==> src/rtl/cpu16_pkg.sv <==
// Shared CPU encodings: instruction classes from cpu16_decode, ALU op codes, sequencer states.
package cpu16_pkg;

  localparam logic [3:0] ICNT_NOP  = 4'h0;
  localparam logic [3:0] ICNT_ADD  = 4'h1;
  localparam logic [3:0] ICNT_SUB  = 4'h2;
  localparam logic [3:0] ICNT_AND  = 4'h3;
  localparam logic [3:0] ICNT_OR   = 4'h4;
  localparam logic [3:0] ICNT_JMP  = 4'h8;
  localparam logic [3:0] ICNT_HALT = 4'hF;

  localparam logic [1:0] ALU_ADD = 2'b00;
  localparam logic [1:0] ALU_SUB = 2'b01;
  localparam logic [1:0] ALU_AND = 2'b10;
  localparam logic [1:0] ALU_OR  = 2'b11;

  typedef enum logic [2:0] {
    ST_IDLE   = 3'd0,
    ST_FETCH  = 3'd1,
    ST_DECODE = 3'd2,
    ST_EXEC   = 3'd3,
    ST_WB     = 3'd4,
    ST_HALT   = 3'd5
  } state_e;

  function automatic logic [1:0] alu_op_for(input logic [3:0] icnt);
    logic [1:0] op;
    case (icnt)
      ICNT_SUB: op = ALU_SUB;
      ICNT_AND: op = ALU_AND;
      ICNT_OR:  op = ALU_OR;
      default:  op = ALU_ADD;
    endcase
    return op;
  endfunction

endpackage

==> src/rtl/cpu16_sequencer.sv <==
// Multi-cycle fetch/decode/exec/writeback controller for the 16-bit CPU.
// Holds PC and IR; steers the ALU op, regfile write enable and PC updates.
module cpu16_sequencer
  import cpu16_pkg::*;
#(
  parameter int              PC_W     = 16,
  parameter int              JMP_W    = 8,
  parameter logic [PC_W-1:0] RESET_PC = '0
) (
  input  logic            CLK,
  input  logic            RST,
  input  logic            START,
  output logic            MEM_REQ,
  output logic [PC_W-1:0] MEM_ADDR,
  input  logic            MEM_ACK,
  input  logic [15:0]     MEM_RDATA,
  output logic [15:0]     IR,
  input  logic [3:0]      ICNT,
  output logic [1:0]      ALU_OP,
  output logic            REG_WE,
  output logic            HALTED,
  output logic            ILLEGAL,
  output logic [2:0]      STATE
);

  state_e          state_q, state_d;
  logic [PC_W-1:0] pc_q, pc_d;
  logic [15:0]     ir_q, ir_d;
  logic [1:0]      alu_op_q, alu_op_d;
  logic            mem_req_q, mem_req_d;
  logic            reg_we_q, reg_we_d;
  logic            halted_q, halted_d;
  logic            illegal_q, illegal_d;

  always_comb begin
    state_d   = state_q;
    pc_d      = pc_q;
    ir_d      = ir_q;
    alu_op_d  = alu_op_q;
    halted_d  = halted_q;
    illegal_d = illegal_q;
    case (state_q)
      ST_IDLE: begin
        if (START) state_d = ST_FETCH;
      end
      ST_FETCH: begin
        if (MEM_ACK) begin
          ir_d    = MEM_RDATA;
          pc_d    = pc_q + PC_W'(1);
          state_d = ST_DECODE;
        end
      end
      ST_DECODE: begin
        case (ICNT)
          ICNT_NOP: state_d = ST_FETCH;
          ICNT_ADD, ICNT_SUB, ICNT_AND, ICNT_OR: begin
            alu_op_d = alu_op_for(ICNT);
            state_d  = ST_EXEC;
          end
          // Jump target replaces the PC+1 taken on the fetch edge.
          ICNT_JMP: begin
            pc_d    = PC_W'(ir_q[JMP_W-1:0]);
            state_d = ST_FETCH;
          end
          ICNT_HALT: begin
            halted_d = 1'b1;
            state_d  = ST_HALT;
          end
          default: begin
            halted_d  = 1'b1;
            illegal_d = 1'b1;
            state_d   = ST_HALT;
          end
        endcase
      end
      ST_EXEC: state_d = ST_WB;
      ST_WB:   state_d = ST_FETCH;
      ST_HALT: state_d = ST_HALT;
      default: state_d = ST_IDLE;
    endcase
    // Strobes are registered, so derive them from the state being entered.
    mem_req_d = (state_d == ST_FETCH);
    reg_we_d  = (state_d == ST_WB);
  end

  always_ff @(posedge CLK) begin
    if (RST) begin
      state_q   <= ST_IDLE;
      pc_q      <= RESET_PC;
      ir_q      <= '0;
      alu_op_q  <= ALU_ADD;
      mem_req_q <= 1'b0;
      reg_we_q  <= 1'b0;
      halted_q  <= 1'b0;
      illegal_q <= 1'b0;
    end else begin
      state_q   <= state_d;
      pc_q      <= pc_d;
      ir_q      <= ir_d;
      alu_op_q  <= alu_op_d;
      mem_req_q <= mem_req_d;
      reg_we_q  <= reg_we_d;
      halted_q  <= halted_d;
      illegal_q <= illegal_d;
    end
  end

  assign MEM_REQ  = mem_req_q;
  assign MEM_ADDR = pc_q;
  assign IR       = ir_q;
  assign ALU_OP   = alu_op_q;
  assign REG_WE   = reg_we_q;
  assign HALTED   = halted_q;
  assign ILLEGAL  = illegal_q;
  assign STATE    = state_q;

endmodule

==> config.mk <==
export PLATFORM = sky130hd
export DESIGN_NAME = cpu16_sequencer
export DESIGN_NICKNAME = d
export VERILOG_FILES = /design/src/rtl/cpu16_pkg.sv /design/src/rtl/cpu16_sequencer.sv
export SDC_FILE = /design/constraint.sdc
export NUM_CORES = 1
export LEC_CHECK = 0
export CAP_MARGIN = 20
export CORE_MARGIN = 2
export CORE_UTILIZATION = 45
export CTS_CLUSTER_DIAMETER = 120
export CTS_CLUSTER_SIZE = 20
export DETAILED_ROUTE_END_ITERATION = 10
export GPL_TIMING_DRIVEN = 0
export PLACE_DENSITY = 0.78
export SLEW_MARGIN = 15
export SYNTH_ARGS = -nofsm -noshare
export SYNTH_HDL_FRONTEND = slang
export SYNTH_SLANG_ARGS = --single-unit
export TNS_END_PERCENT = 5
==> constraint.sdc <==
create_clock -name CLK -period 6.1 [get_ports CLK]
set_input_delay 1.83 -clock CLK [delete_from_list [all_inputs] [get_ports CLK]]
set_output_delay 1.83 -clock CLK [all_outputs]
set_load 0.01 [all_outputs]
==> flow_summary.toml <==
[clocking]
post_cts_buffers = 0
cts_tree = "done"
postCtsHoldBufs = 0
htree_num_levels = 2
clockRootBuffer = "clkbuf_8"
clockBufferDepth = 2
post_cts_resized = 0
cts_made_buffers = 5
clk_pin_slew_ns = 0.08
insertion_delay_ns = 0.28
cts_sinks = 41

[route]
firstDrtPassIters = 5
drt-initial-drc-count = 129
detail_route.vias_per_cell = 5.480
wl_per_cell_um = 13.56
num_vias = 1940
drcViolationCount = 0
finalWirelength_mm = 4.802
final_antenna_net_count = 0

[critical_path]
criticalPathCategory = "in2reg"
r2r_start = "STATE[1]$_SDFF_PP0_"
required_ns = 6.31
reg2reg_slack_ns = 4.15
arrival_ns = 3.87
start_kind = "input pin"
r2r_end = "MEM_ADDR[8]$_SDFFE_PP0P_"
cp-end-kind = "flop"
ff2ff_path_depth = 6
crit_path_max_fanout = 10

[cells_and_area]
antennaDiodeCount = 0
drive_gt1_frac = 0.06250
fillCellCount = 375
multi_input_area_um2 = 1020
final-seq-area_um2 = 820.8
finalNetCount = 329
area_growth_syn_to_layout_pct = 40.07

[floorplan]
start_util = 0.4733
pin_count = 65
die-area_um2 = 4807
die_y_um = 69.33
core-area_um2 = 4058
die_x_um = 69.33
row_count = 23

[sta]
hold_viol = 0
fmax_mhz = 273.3
rsz0062_at_grt = "false"
period_minus_slack_ns = 3.659
post-route-period-util = 0.5999
setup_violations = 0
setup_tns_ns = 0
tightestPinTransition_ns = 0.5642
final_max_slew_viol_count = 0
max-slew-margin-rel = 0.6185
fin_skew_ns = 0.009153

[pwr]
p_leak_nw = 0.9051
p_per_area_nw_per_um2 = 199.4
p_total_mw = 0.5364
ir_drop_uv = 147.6

[synthesis]
synth_edf_count = 0
synthCells = 235
ys_types = 45
synth-main-ff-cell = "dfxtp_1"
ys_ff_latch = 41
syn_area_um2 = 1921
synth-seq-area-share = 0.4274
syn_nets = 260
yosys_warnings = 0
avgSynthCellArea_um2 = 8.173
synthArstFlopShare = 0

[global_routing]
grt_max_degree = 12
grt_remaining_overflow = 0
grt_first_pass_wirelength_mm = 8.142
grt_pass1_vias = 1824
antenna_found_initial = 0
grt_util_all_layers = 0.2042

[run_status]
status = "finished clean"

[hold_path]
hold-path-cell-count = 2
holdPathEnd = "IR[11]$_SDFFE_PP0P_"
worstHoldPathType = "reg2reg"
hold_start = "IR[11]$_SDFFE_PP0P_"

[placement]
port_buffers = 62
dp_hpwl_mm = 3.516
gp_congestion = 0.8815

[run]
max_cap_violations = 0
==> kinds of logic (layout without fill, tap and decap cells) <==
group / count (synthesis) / in the layout / share of synthesized area
AO/OA/AOI/OAI: 66 / 66 / 0.2007
multiplexers: 4 / 4 / 0.02085
buffers and inverters: 17 / 86 / 0.04170
flip-flops: 41 / 41 / 0.4274
adder cells (fa/ha/maj): 2 / 2 / 0.01173
XOR/XNOR: 2 / 2 / 0.009122
AND/OR/NAND/NOR: 103 / 103 / 0.2886
==> area by class of cell <==
cell class | count | area share
multi-input combinational | 177 | 0.3791
tap | 50 | 0.02326
sequential | 41 | 0.3051
timing repair buffer | 62 | 0.2307
inverter | 2 | 0.002791
buffer | 15 | 0.02698
clock buffer | 7 | 0.03209
==> worst max-delay path, stage by stage <==
cell,delay [ns]
clkdlybuf4s50_1,0.54
nor4b_4,0.51
a21oi_2,0.16
buf_6,0.17
or4_1,0.47
a21oi_1,0.18
==> cell usage after synthesis, types with 2 or more instances <==
library cell  instances  area (µm²)
a211oi_1              3       22.52
a21o_1                2       15.01
a21oi_1              35       175.2
a31oi_1               3       18.77
and2_1                4       25.02
and4_1                2       17.52
buf_1                 2       7.510
buf_2                 4       20.02
clkbuf_1              7       26.28
dfxtp_1              41       820.8
inv_1                 2       7.510
mux2i_1               4       40.04
nand2_1              44       165.2
nand2b_1              4       25.02
nand3_1              10       50.05
nand4_1               3       18.77
nor2_1                8       30.03
nor2b_1               2       12.51
nor3_1                7       35.03
nor4b_1               2       17.52
o211ai_1              2       15.01
o21a_1                2       15.01
o21ai_0               9       45.04
o31ai_1               5       37.54
or2_2                 2       12.51
or3_1                 2       12.51
or4_1                 5       37.54
xor2_1                2       17.52
==> cell usage in the layout, fill, tap and decap left out, drive strengths merged, types with 2 or more instances in the layout <==
cell           instances
dfxtp                 41
inv                    2
a211oi                 3
nand4                  3
or3                    2
a21o                   2
a21oi                 36
buf                    8
xor2                   2
nor3b                  2
or4                    5
clkdlybuf4s50         62
nor2                   8
o31ai                  5
nor2b                  2
o21ai                  9
nor4b                  3
nand2                 44
nand2b                 4
a31oi                  3
clkbuf                14
o211ai                 2
or2                    2
nand3                 10
nor3                   7
mux2i                  4
and2                   4
and4                   2
o21a                   2
==> routing by layer <==
layer  wire [µm]  GRT usage
met1        2245     0.2539
met2        2213     0.3397
met3         316    0.05959
met4          27    0.06536
met5           0          0
==> stage by stage <==
stage | std cells | util | hold slack, ns | instance area, µm² | worst slack (ns)
finish | 354 | 0.6630 | 0.4543 | 2690 | 2.441
floorplan | 235 | - | 0.4805 | 1921 | 2.869
global route | 354 | 0.6630 | 0.4763 | 2690 | 2.347
detailed placement | 347 | 0.6417 | 0.4476 | 2604 | 2.149
global placement | 347 | 0.6417 | 0.4413 | 2604 | 2.218
CTS | 354 | 0.6630 | 0.4561 | 2690 | 2.436
==> registers in the layout (all words and copies together), names as in the netlist <==
signal,cells
ALU_OP,2
HALTED,1
MEM_REQ,1
REG_WE,1
ILLEGAL,1
MEM_ADDR,16
STATE,3
IR,16
==> power by group <==
part           internal (mW)  switching [mW]
logic                 0.0405          0.0391
clock network         0.0898          0.0855
registers              0.276         0.00575
total                  0.406           0.130
==> worst max-delay path by stage <==
stage	startpoint	to	depth (start not counted)
after global placement	ICNT[1]	MEM_ADDR[13]$_SDFFE_PP0P_	6
after CTS	ICNT[1]	MEM_ADDR[8]$_SDFFE_PP0P_	6
after detailed placement	ICNT[1]	MEM_ADDR[8]$_SDFFE_PP0P_	6
final	ICNT[1]	MEM_ADDR[8]$_SDFFE_PP0P_	6
after floorplan	ICNT[2]	MEM_ADDR[8]$_SDFFE_PP0P_	6
after global routing	ICNT[1]	MEM_ADDR[13]$_SDFFE_PP0P_	6
Note: power is estimated with default switching activity, not from simulation.
